`config.mk`:
```
export PLATFORM = sky130hd
export DESIGN_NAME = axi4lite_cmd_master
export DESIGN_NICKNAME = d
export VERILOG_FILES = /design/src/rtl/axi4lite_cmd_master.sv
export SDC_FILE = /design/constraint.sdc
export NUM_CORES = 1
export LEC_CHECK = 0
export BUFFER_PORTS_ARGS = -buffer_cell sky130_fd_sc_hd__buf_2
export CORE_ASPECT_RATIO = 1.5
export CORE_MARGIN = 1.5
export CORE_UTILIZATION = 43
export CTS_CLUSTER_SIZE = 8
export DETAILED_ROUTE_END_ITERATION = 10
export PLACE_DENSITY = 0.88
export SKIP_LAST_GASP = 1
export SLEW_MARGIN = 30
export SYNTH_ARGS = -nofsm -noshare
export SYNTH_HDL_FRONTEND = slang
export SYNTH_SLANG_ARGS = --single-unit
```
`constraint.sdc`:
```
create_clock -name aclk -period 1.85 [get_ports aclk]
set_clock_uncertainty 0.15 [all_clocks]
set_input_delay 0.185 -clock aclk [delete_from_list [all_inputs] [get_ports aclk]]
set_output_delay 0.185 -clock aclk [all_outputs]
set_load 0.01 [all_outputs]
```
`src/rtl/axi4lite_cmd_master.sv`:
```
// axi4lite_cmd_master
// Turns a valid/ready command stream (read or write) into single-outstanding
// AXI4-Lite transactions and returns exactly one response per command. A
// saturating count of non-OKAY responses is kept for status.
//
// Ports:
//   aclk, aresetn                 clock, asynchronous active-low reset
//   cmd_valid/cmd_ready           command handshake (ready only in IDLE)
//   cmd_write/addr/wdata/wstrb    command payload (wdata/wstrb unused on reads)
//   rsp_valid/rsp_ready           response handshake
//   rsp_write/rdata/resp          response payload (rdata is 0 for writes)
//   m_ar*/m_r*/m_aw*/m_w*/m_b*    AXI4-Lite master channels
//   err_count                     saturating count of non-OKAY responses
module axi4lite_cmd_master #(
  parameter int unsigned ADDR_WIDTH    = 12,
  parameter int unsigned ERR_CNT_WIDTH = 16
) (
  input  logic                     aclk,
  input  logic                     aresetn,
  // command stream
  input  logic                     cmd_valid,
  output logic                     cmd_ready,
  input  logic                     cmd_write,
  input  logic [ADDR_WIDTH-1:0]    cmd_addr,
  input  logic [31:0]              cmd_wdata,
  input  logic [3:0]               cmd_wstrb,
  // response stream
  output logic                     rsp_valid,
  input  logic                     rsp_ready,
  output logic                     rsp_write,
  output logic [31:0]              rsp_rdata,
  output logic [1:0]               rsp_resp,
  // AR channel
  output logic                     m_arvalid,
  input  logic                     m_arready,
  output logic [ADDR_WIDTH-1:0]    m_araddr,
  // R channel
  input  logic                     m_rvalid,
  output logic                     m_rready,
  input  logic [31:0]              m_rdata,
  input  logic [1:0]               m_rresp,
  // AW channel
  output logic                     m_awvalid,
  input  logic                     m_awready,
  output logic [ADDR_WIDTH-1:0]    m_awaddr,
  // W channel
  output logic                     m_wvalid,
  input  logic                     m_wready,
  output logic [31:0]              m_wdata,
  output logic [3:0]               m_wstrb,
  // B channel
  input  logic                     m_bvalid,
  output logic                     m_bready,
  input  logic [1:0]               m_bresp,
  // status
  output logic [ERR_CNT_WIDTH-1:0] err_count
);

  localparam int unsigned DATA_W = 32;
  localparam int unsigned STRB_W = 4;
  localparam int unsigned RESP_W = 2;

  typedef enum logic [2:0] {
    S_IDLE,
    S_RD_ADDR,
    S_RD_DATA,
    S_WR_REQ,
    S_WR_RESP,
    S_RSP
  } state_e;

  state_e                   state_q,   state_d;
  logic                     write_q,   write_d;
  logic [ADDR_WIDTH-1:0]    addr_q,    addr_d;
  logic [DATA_W-1:0]        wdata_q,   wdata_d;
  logic [STRB_W-1:0]        wstrb_q,   wstrb_d;
  logic                     arvalid_q, arvalid_d;
  logic                     rready_q,  rready_d;
  logic                     awvalid_q, awvalid_d;
  logic                     wvalid_q,  wvalid_d;
  logic                     bready_q,  bready_d;
  logic                     aw_done_q, aw_done_d;
  logic                     w_done_q,  w_done_d;
  logic                     rvalid_q,  rvalid_d;
  logic [DATA_W-1:0]        rdata_q,   rdata_d;
  logic [RESP_W-1:0]        resp_q,    resp_d;
  logic [ERR_CNT_WIDTH-1:0] err_q,     err_d;

  logic ar_hs, r_hs, aw_hs, w_hs, b_hs;
  logic aw_done_n, w_done_n, err_inc;

  assign ar_hs = arvalid_q & m_arready;
  assign r_hs  = rready_q  & m_rvalid;
  assign aw_hs = awvalid_q & m_awready;
  assign w_hs  = wvalid_q  & m_wready;
  assign b_hs  = bready_q  & m_bvalid;

  // Ready is decoded from state but gated by reset so it is low while held.
  assign cmd_ready = (state_q == S_IDLE) && aresetn;

  assign m_arvalid = arvalid_q;
  assign m_araddr  = addr_q;
  assign m_rready  = rready_q;
  assign m_awvalid = awvalid_q;
  assign m_awaddr  = addr_q;
  assign m_wvalid  = wvalid_q;
  assign m_wdata   = wdata_q;
  assign m_wstrb   = wstrb_q;
  assign m_bready  = bready_q;
  assign rsp_valid = rvalid_q;
  assign rsp_write = write_q;
  assign rsp_rdata = rdata_q;
  assign rsp_resp  = resp_q;
  assign err_count = err_q;

  // State and output registers
  always_ff @(posedge aclk or negedge aresetn) begin
    if (!aresetn) begin
      state_q   <= S_IDLE;
      write_q   <= 1'b0;
      addr_q    <= '0;
      wdata_q   <= '0;
      wstrb_q   <= '0;
      arvalid_q <= 1'b0;
      rready_q  <= 1'b0;
      awvalid_q <= 1'b0;
      wvalid_q  <= 1'b0;
      bready_q  <= 1'b0;
      aw_done_q <= 1'b0;
      w_done_q  <= 1'b0;
      rvalid_q  <= 1'b0;
      rdata_q   <= '0;
      resp_q    <= '0;
      err_q     <= '0;
    end else begin
      state_q   <= state_d;
      write_q   <= write_d;
      addr_q    <= addr_d;
      wdata_q   <= wdata_d;
      wstrb_q   <= wstrb_d;
      arvalid_q <= arvalid_d;
      rready_q  <= rready_d;
      awvalid_q <= awvalid_d;
      wvalid_q  <= wvalid_d;
      bready_q  <= bready_d;
      aw_done_q <= aw_done_d;
      w_done_q  <= w_done_d;
      rvalid_q  <= rvalid_d;
      rdata_q   <= rdata_d;
      resp_q    <= resp_d;
      err_q     <= err_d;
    end
  end

  // Next-state and next-output logic; every valid/ready is computed one
  // cycle ahead so it leaves a flop and never depends on a same-cycle ready.
  always_comb begin
    state_d   = state_q;
    write_d   = write_q;
    addr_d    = addr_q;
    wdata_d   = wdata_q;
    wstrb_d   = wstrb_q;
    arvalid_d = arvalid_q;
    rready_d  = rready_q;
    awvalid_d = awvalid_q;
    wvalid_d  = wvalid_q;
    bready_d  = bready_q;
    aw_done_d = aw_done_q;
    w_done_d  = w_done_q;
    rvalid_d  = rvalid_q;
    rdata_d   = rdata_q;
    resp_d    = resp_q;
    err_d     = err_q;
    aw_done_n = aw_done_q | aw_hs;
    w_done_n  = w_done_q | w_hs;
    err_inc   = 1'b0;

    case (state_q)
      S_IDLE: begin
        if (cmd_valid && cmd_ready) begin
          write_d = cmd_write;
          addr_d  = cmd_addr;
          wdata_d = cmd_wdata;
          wstrb_d = cmd_wstrb;
          if (cmd_write) begin
            awvalid_d = 1'b1;
            wvalid_d  = 1'b1;
            state_d   = S_WR_REQ;
          end else begin
            arvalid_d = 1'b1;
            state_d   = S_RD_ADDR;
          end
        end
      end

      S_RD_ADDR: begin
        if (ar_hs) begin
          arvalid_d = 1'b0;
          rready_d  = 1'b1;
          state_d   = S_RD_DATA;
        end
      end

      S_RD_DATA: begin
        if (r_hs) begin
          rready_d = 1'b0;
          rdata_d  = m_rdata;
          resp_d   = m_rresp;
          err_inc  = (m_rresp != 2'b00);
          rvalid_d = 1'b1;
          state_d  = S_RSP;
        end
      end

      // AW and W complete independently; leave only once both are done.
      S_WR_REQ: begin
        if (aw_hs) awvalid_d = 1'b0;
        if (w_hs)  wvalid_d  = 1'b0;
        if (aw_done_n && w_done_n) begin
          aw_done_d = 1'b0;
          w_done_d  = 1'b0;
          bready_d  = 1'b1;
          state_d   = S_WR_RESP;
        end else begin
          aw_done_d = aw_done_n;
          w_done_d  = w_done_n;
        end
      end

      S_WR_RESP: begin
        if (b_hs) begin
          bready_d = 1'b0;
          rdata_d  = '0;
          resp_d   = m_bresp;
          err_inc  = (m_bresp != 2'b00);
          rvalid_d = 1'b1;
          state_d  = S_RSP;
        end
      end

      S_RSP: begin
        if (rsp_ready) begin
          rvalid_d = 1'b0;
          state_d  = S_IDLE;
        end
      end

      default: state_d = S_IDLE;
    endcase

    // Saturating error counter: hold at all-ones instead of wrapping.
    if (err_inc && (err_q != {ERR_CNT_WIDTH{1'b1}})) begin
      err_d = err_q + ERR_CNT_WIDTH'(1);
    end
  end

endmodule

```
Word-level counts from Yosys, hierarchy flattened
Cells that the tools add are included.
- $add $sub $neg: 1
- $mul: 0
- divide/modulo/power cells: 0
- $lt $le $gt $ge: 0
- eq/ne operators: 16
- shift operators: 0
- mux-type cells: 39
- bitwise logic cells: 7
- reductions and logical operators: 22
- operators with widths (kind ; count):
    32-bit 2-to-1 mux ; 2
    32-bit one-hot mux with 2 select lines ; 1
    1-bit 2-to-1 mux ; 18
    3-bit 2-to-1 mux ; 6
    2-bit inequality test (second input constant) ; 9
    3-bit one-hot mux with 6 select lines ; 1
    16-bit by 1-bit adder with 16-bit output (second input constant) ; 1
    16-bit inequality test (second input constant) ; 1
    4-bit AND reduction ; 4
    2-bit nonzero test ; 7
    1-bit one-hot mux with 2 select lines ; 6
    3-bit AND reduction ; 3
    3-bit by 2-bit equality test with 1-bit output (second input constant) ; 2
    3-bit equality test (second input constant) ; 2
    2-bit 2-to-1 mux ; 3
    6-bit AND reduction ; 1
    1-bit AND ; 5
    1-bit logical AND ; 4
    2-bit one-hot mux with 2 select lines ; 1
    3-bit by 1-bit equality test with 1-bit output (second input constant) ; 1
    3-bit zero test ; 1
    1-bit one-hot mux with 3 select lines ; 1
    3-bit nonzero test ; 1
    2-bit by 1-bit inequality test with 1-bit output (second input constant) ; 1
    other kinds (2) ; 3
- register bits after elaboration: 110
- latch bits: 0
- memory bits (writable): 0
- bits in read-only memories: 0
- bits of input ports: 94
- output and inout bits: 118
- logic and storage cells: 101
- memories kept: 0

Depth between registers and ports, before layout
Gate-level depths: netlist (run 1).
- word-level depth: 5
- gate-level depth with buffers: 7
- depth with buffers taken out: 5

Worst setup path before layout (run 1)
OpenSTA, ideal clock, no wires.
- path type: flip-flop to flip-flop
- start: register state_q[0]
- end: register err_q[12], in the netlist err_count[12]
- library setup time: 0.125 ns
- data arrival time: 1.641 ns
- setup slack: -0.065 ns
- stages on the path, launching flop included: 7
- buffers on the path: 2
- path through: dfrtp_1 buf_6 or3b_1 buf_6 o22ai_4 nor2b_1 mux2_2
- longest elaborated chain between the ends: 3
- RTL lines (element ; RTL line ; text):
    from (decl) ; 72 ; state_e state_q, state_d;
    from (signal assigned) ; 136 ; state_q <= state_d;
    3-bit equality test or 3-bit by 2-bit equality test with 1-bit output (tied branches) ; 178 ; case (state_q)
    1-bit one-hot mux with 2 select lines (*) ; 178 ;
    1-bit logical AND (*) ; 252 ; if (err_inc && (err_q != {ERR_CNT_WIDTH{1'b1}})) begin
    to (signal assigned) ; 151 ; err_q <= err_d;
    to (decl) ; 87 ; logic [ERR_CNT_WIDTH-1:0] err_q, err_d;
Every way passes the cells marked *; elsewhere a longest branch is shown, timed or not.
A chain may end at the register's enable or synchronous reset.

Worst setup path after layout (run 1)
- start: register err_q[1], in the netlist err_count[1]
- end: register err_q[2], in the netlist err_count[2]
- longest elaborated chain between the ends: 2
- RTL lines (element):
    branches (longest 2 deep; another with 16-bit by 1-bit adder with 16-bit output)
Parallel ways; which one is timed is not known.

==> impl_metrics.yaml, run 1 <==
cells_and_area:
  fin_nets: 917
  drive_gt1_frac: 0.342
  fin_cells: 974
  insertedDiodeCount: 0
  synthToLayoutAreaGrowth_pct: 55.9
  final_util: 0.682
yosys:
  avgSynthCellArea_um2: 9.20
  synth_edf_count: 0
  synth.cell_area_mm2: 0.00479
  synth_top_area_share: 0.575
  ys_seq_area_frac: 0.575
  syn_nets: 615
  async_flop_share: 1.00
  synth.most_common_cell: "nand2_1"
  syn_inst: 520
  synth.largest_area_cell: "dfrtp_1"
  synth_seq_cells: 110
  ys_top_cells_by_area: "dfrtp_1 (58%), nand2_1 (18%), o21ai_0 (4.6%), xnor2_1 (2.4%), buf_4 (2.0%)"
  ys_warn_count: 0
  ys_top_cells_by_count: "nand2_1 (228), dfrtp_1 (110), o21ai_0 (44), clkbuf_1 (17)"
  ys.flop_type: "dfrtp_1"
  synth.distinct_cells: 38
clocking:
  cts_tree: "built"
  clock_path_buffers: 2
  cts-root-buf: "clkbuf_16"
  clock-sinks: 110
  path_clk_slew_ns: 0.07
  clk_latency_ns: 0.34
  cts.htree.levels: 3
  cts_buffers: 9
global_routing:
  grt_pass1_wl_um: 21700
  grt_max_degree: 74
  track_usage: 0.233
  grt_pass1_vias: 4706
  grt-ovfl-total: 0
  antenna_found_initial: 0
placed_design:
  port_buffers: 211
  dpl.cell_count: 858
  hpwl_um: 8350
  place_congestion: 0.788
timing:
  fin_crit_sh: 1.04
  whs_ns: -0.00651
  final-hold-violation-count: 1
  drv_slew: 0
  finalSetupViolations: 12
  max_slew_margin: 0.573
  period_needed_ns: 1.93
  final.setup.tns_ns: -0.260
  fmax_mhz: 519
  worst_pin_slew_ns: 0.640
  fin_ws_ns: -0.0782
  rsz0062_at_grt: "true"
critical_path:
  end_kind: "register"
  worstPathArrival_ns: 2.00
  cp_max_fo: 6
  slowest_stage: "dfrtp_1"
  worstPathCellList: "ha_2, and2_4, nand4_1, buf_6, o211ai_1, xnor2_1"
  setup.worst_path.start_class: "register"
  required_ns: 1.92
  max_stage_delay_ns: 0.41
  path_class: "register to register"
routing:
  vias: 4776
  drt-vias-per-instance: 4.90
  detail_route.first_pass.iterations: 7
  detail-route-antenna-nets: 0
  drc: 0
  drtIter0Drc: 200
  finalWirelength_um: 14300
  avgRoutedWirePerCell_um: 14.7
floorplan:
  die_h_um: 132
  placementRows: 47
  die_area_mm2: 0.0118
  fp.dieW_um: 89.1
  start_util: 0.438
  ios: 212
  design.core.area_mm2: 0.0109
status:
  outcome: "finished with violations"
  violations: "hold timing, setup timing"
min_path:
  hold_class: "primary input to register"
power_and_ir_drop:
  total_power_mw: 4.84
  vdd_ir_drop_max_uv: 502
  leakage_nw: 4.00
  powerDensity_mw_per_mm2: 648
job:
  drv_cap: 0
==> cell type report <==
class | count | area [um2]
Sequential cell | 110 | 2750
Inverter | 7 | 26.3
Clock inverter | 7 | 73.8
Tap cell | 147 | 184
Fill cell | 831 | 3480
Multi-Input combinational cell | 361 | 1860
Timing Repair Buffer | 333 | 2340
Clock buffer | 9 | 225
==> per-stage QoR <==
stage	area, um2	setup WS, ns	hold slack (ns)
after global routing	7460	-0.143	0.0190
after CTS	7190	0.0314	0.00299
after floorplan	4790	-0.0652	-0.261
after global placement	6020	0.101	0.147
after detailed placement	6020	0.0671	0.167
final	7460	-0.0782	-0.00651
==> sequential cells by signal, summed over array words and instances (netlist names) <==
| signal | count |
|---|---|
| m_arvalid | 1 |
| state_q | 3 |
| m_wdata | 32 |
| m_wvalid | 1 |
| aw_done_q | 1 |
| rsp_write | 1 |
| w_done_q | 1 |
| rsp_valid | 1 |
| m_rready | 1 |
| m_bready | 1 |
| m_wstrb | 4 |
| m_awvalid | 1 |
| m_araddr | 12 |
| rsp_rdata | 32 |
| err_count | 16 |
| rsp_resp | 2 |
==> per-layer routing <==
metal	global-route usage	part of all wire	vias up
met5	0	0	-
met3	0.0639	0.065	30
li1	-	-	2279
met4	0.0838	0.020	0
met1	0.266	0.38	2269
met2	0.407	0.53	198
==> layout by cell type (no fill, tap or decap), drive strengths merged, types with 2 or more instances in the layout <==
master | netlist | layout
a21oi | 8 | 8
a31oi | 3 | 3
a32oi | 2 | 2
and2 | 7 | 7
and3 | 5 | 5
and3b | 2 | 2
buf | 25 | 242
clkbuf | 17 | 13
clkinv | 0 | 4
dfrtp | 110 | 110
dlygate4sd3 | 0 | 87
inv | 7 | 8
mux2 | 3 | 3
mux2i | 4 | 4
nand2 | 228 | 228
nand3 | 3 | 3
nand4 | 3 | 3
nand4b | 2 | 2
nor2 | 5 | 5
nor3b | 2 | 2
nor4b | 2 | 2
o2111ai | 8 | 8
o211ai | 5 | 5
o21ai | 45 | 45
xnor2 | 13 | 13
==> critical path, delay by kind of cell (launching register included) <==
kind,cells,cell delay (ns)
AND/OR/NAND/NOR,2,0.43
flip-flops,1,0.41
buffers and inverters,1,0.25
AO/OA/AOI/OAI,1,0.24
adder cells (fa/ha/maj),1,0.22
XOR/XNOR,1,0.12
==> path summary, 6_finish.rpt <==
path | start | end | slack [ns] | depth (start not counted)
max | err_count[1] | err_count[2] | -0.08 | 6
min | m_rresp[0] | rsp_resp[0] | -0.007 | 3
max reg2reg | err_count[1] | err_count[2] | -0.08 | 6
min reg2reg | m_wdata[12] | m_wdata[12] | 0.32 | 2
max in group asynchronous | aresetn | state_q[1] | 0.67 | 3
min in group asynchronous | aresetn | aw_done_q | 0.38 | 3
==> power by group <==
| group | switching (mW) | internal [mW] |
|---|---|---|
| Sequential | 0.0279 | 2.45 |
| Combinational | 0.192 | 0.250 |
| Clock | 0.864 | 1.05 |
| Total | 1.08 | 3.75 |
==> cell families after synthesis <==
family / synth area share
buffers and inverters: 0.0557
AO/OA/AOI/OAI: 0.0973
XOR/XNOR: 0.0238
multiplexers: 0.0154
adder cells (fa/ha/maj): 0.00261
flip-flops: 0.575
AND/OR/NAND/NOR: 0.230
==> repair_timing <==
action	CTS	global route
endpoints found under the setup margin	0	38
setup buffers	0	7
endpoints found under the hold margin	197	0
hold buffers	87	0
gates resized for setup	0	31
No activity file was read; power rests on OpenSTA's default activity.
==> run 2, diff against run 1 <==
--- a/config.mk
+++ b/config.mk
@@ -5,10 +5,11 @@
 export SDC_FILE = /design/constraint.sdc
 export NUM_CORES = 1
 export LEC_CHECK = 0
+export ABC_AREA = 1
 export BUFFER_PORTS_ARGS = -buffer_cell sky130_fd_sc_hd__buf_2
 export CORE_ASPECT_RATIO = 1.5
 export CORE_MARGIN = 1.5
-export CORE_UTILIZATION = 43
+export CORE_UTILIZATION = 44
 export CTS_CLUSTER_SIZE = 8
 export DETAILED_ROUTE_END_ITERATION = 10
 export PLACE_DENSITY = 0.88
==> constraint.sdc (replaced) <==
create_clock -name aclk -period 1.85 [get_ports aclk]
set_clock_uncertainty 0.15 [all_clocks]
set_input_delay 0.2775 -clock aclk [delete_from_list [all_inputs] [get_ports aclk]]
set_output_delay 0.2775 -clock aclk [all_outputs]
set_load 0.01 [all_outputs]
==> run 2 against run 1 <==
  * Die area up 3.4%
  * The flow now finishes without violations
  * Register-to-register slack gained 0.23 ns
  * Via count fell by 0.23%
  * Synthesized area increased by 5.9%
  * Largest power group is now combinational cells
==> impl_metrics.yaml, run 2 <==
cells_and_area:
  insertedDiodeCount: 0
  drive_gt1_frac: 0.303
  final_common_cell: "nand2_1"
  layout_common_cells: "nand2_1 (230), buf_2 (210), dfrtp_1 (109)"
  synthToLayoutAreaGrowth_pct: 36.7
  fin_nets: 956
  fin_area_mm2: 0.00693
  fillers: 944
routing:
  avgRoutedWirePerCell_um: 13.0
  drt-vias-per-instance: 4.70
  drc: 0
  detail_route.first_pass.iterations: 4
  drtIter0Drc: 242
  finalWirelength_um: 13200
  detail-route-antenna-nets: 0
  vias: 4765
yosys:
  synth_top_family_by_area: "simple AND/OR/NAND/NOR gates"
  ys_top_cells_by_area: "dfrtp_1 (54%), nand2_1 (17%), o21ai_0 (6.6%), inv_1 (5.7%), nor2_1 (2.1%)"
  synth_compound_area_frac: 0.104
  avgSynthCellArea_um2: 8.15
  synth_simple_gate_area_frac: 0.231
  synth_top_area_share: 0.543
  synthMuxAreaShare: 0
  ys.flop_type: "dfrtp_1"
  synth_edf_count: 0
  syn_nets: 717
  syn_inst: 622
  synth.largest_area_cell: "dfrtp_1"
  ys_seq_area_frac: 0.543
  synth.cell_area_mm2: 0.00507
  ys_top_cells_by_count: "nand2_1 (230), dfrtp_1 (110), inv_1 (77), o21ai_0 (67), nor2_1 (29)"
  synthAdderAreaFrac: 0.00247
  synth.most_common_cell: "nand2_1"
  ys_warn_count: 0
  synth_seq_cells: 110
  async_flop_share: 1.00
  synth_xor_area_frac: 0.0121
  synth.distinct_cells: 26
timing:
  fin_ws_ns: 0.0885
  worst_pin_slew_ns: 0.638
  finalSetupViolations: 0
  rsz0062_at_grt: "false"
  fmax_mhz: 568
  period_needed_ns: 1.76
  max_slew_margin: 0.574
  final-hold-violation-count: 0
  whs_ns: 0.00694
  fin_crit_sh: 0.952
  drv_slew: 0
  final.setup.tns_ns: 0
global_routing:
  grt_pass1_vias: 4736
  grt_max_degree: 111
  grt_pass1_wl_um: 21500
  grt-ovfl-total: 0
  track_usage: 0.221
  antenna_found_initial: 0
clocking:
  path_clk_slew_ns: 0.07
  cts_tree: "built"
  clk_latency_ns: 0.34
  clock-sinks: 110
  clock_path_buffers: 2
  cts_buffers: 9
  cts.htree.levels: 3
  cts-root-buf: "clkbuf_16"
placed_design:
  place_congestion: 0.878
  placed_area_mm2: 0.00626
  post-place-ws_ns: 0.0305
  port_buffers: 211
  hpwl_um: 8950
critical_path:
  crit_path_end: "cmd_ready"
  end_kind: "primary output"
  reg2reg_from: "state_q[2]"
  rrSetupSlack_ns: 0.15
  reg2reg_to: "rsp_rdata[21]"
  slowest_stage: "dfrtp_2"
  startpoint: "state_q[0]"
  required_ns: 1.42
  max_stage_delay_ns: 0.47
  worstPathCellList: "nor2_4, nand2_4, nor2_2, buf_2"
  worstPathArrival_ns: 1.33
  path_class: "register to primary output"
  ff2ff_path_depth: 6
  cp_max_fo: 7
  setup.worst_path.start_class: "register"
floorplan:
  fp.dieW_um: 90.6
  ios: 212
  start_util: 0.456
  die_h_um: 134
  design.core.area_mm2: 0.0111
  placementRows: 47
  die_area_mm2: 0.0122
power_and_ir_drop:
  leakage_nw: 3.80
  p_comb_frac: 0.426
  internal_power_mw: 6.16
  p_switching_mw: 4.19
  p_clk_frac: 0.181
  power.share.sequential: 0.393
  total_power_mw: 10.4
  vdd_ir_drop_max_uv: 802
  powerDensity_mw_per_mm2: 1490
  switching_share: 0.405
job:
  drv_cap: 0
min_path:
  hold_class: "primary input to register"
status:
  outcome: "completed"
[run 2: cell count changes after synthesis, moves of 7 or more]
cell,previous run,this run
nand3_1,3,18
clkbuf_1,17,7
o2111ai_1,8,0
nor2_1,5,29
o21ai_1,0,18
o21ai_0,44,67
inv_1,7,77
xnor2_1,13,4
and2_1,7,0
[run 2: power by group through the flow]
stage	clock (mW)	sequential, mW	combinational [mW]
final	1.87	4.07	4.41
after global routing	2.02	4.20	4.93
after CTS	1.93	4.06	4.40
after detailed placement	0	4.06	4.34
after global placement	0	4.03	4.20
after floorplan	0	4.48	2.29
[run 2: timing repair]
action                                  4_1_cts  5_1_grt
hold endpoints to repair                    145        0
resized for setup                             2        2
endpoints found under the setup margin        1       17
setup buffers                                 0        0
pin swaps                                     0        1
hold buffers                                 36        0
gates cloned                                  0        0
[run 2: final cells by class]
| type | instances | area [um2] | share of cell area |
|---|---|---|---|
| clock buffer | 9 | 225 | 0.0325 |
| clock inverter | 7 | 62.6 | 0.00903 |
| inverter | 79 | 297 | 0.0428 |
| multi-input combinational | 397 | 1780 | 0.258 |
| sequential | 110 | 2750 | 0.398 |
| tap | 147 | 184 | 0.0265 |
| timing repair buffer | 264 | 1620 | 0.234 |
[run 2: critical path, delay by kind of cell (launching register included)]
kind | cells | cell delay (ns)
buffers and inverters | 1 | 0.15
DFF | 1 | 0.47
and+or+nand+nor | 3 | 0.38
[run 2: worst min path at each step]
stage,startpoint,end,slack [ns],depth (start not counted)
floorplan,aresetn,aw_done_q,-0.17,0
global placement,aresetn,m_wdata[17],0.29,2
detailed placement,aresetn,rsp_write,0.30,2
CTS,cmd_wdata[30],m_wdata[30],0.001,3
global route,cmd_wdata[30],m_wdata[30],0.01,3
finish,cmd_addr[8],m_araddr[8],0.007,3
[run 2: cell families (layout without fill, tap and decap cells)]
family | count (synthesis) | count (layout)
compound gates | 99 | 99
buf+inv | 115 | 359
flops | 110 | 110
fa+ha+maj | 1 | 1
simple gates | 290 | 290
xor+xnor | 7 | 7
[run 2: through the flow]
| step | cells | utilization |
|---|---|---|
| finish | 1013 | 0.623 |
| global placement | 961 | 0.564 |
| CTS | 1013 | 0.622 |
| detailed placement | 961 | 0.564 |
| floorplan | 622 | - |
| global route | 1013 | 0.623 |
[run 2: per-layer routing]
| metal | routed length, um | up-vias | GRT usage |
|---|---|---|---|
| met5 | 0 | - | 0 |
| met4 | 280 | 0 | 0.0820 |
| met3 | 813 | 20 | 0.0439 |
| met2 | 7000 | 182 | 0.413 |
| met1 | 5100 | 2170 | 0.245 |
| li1 | - | 2393 | - |
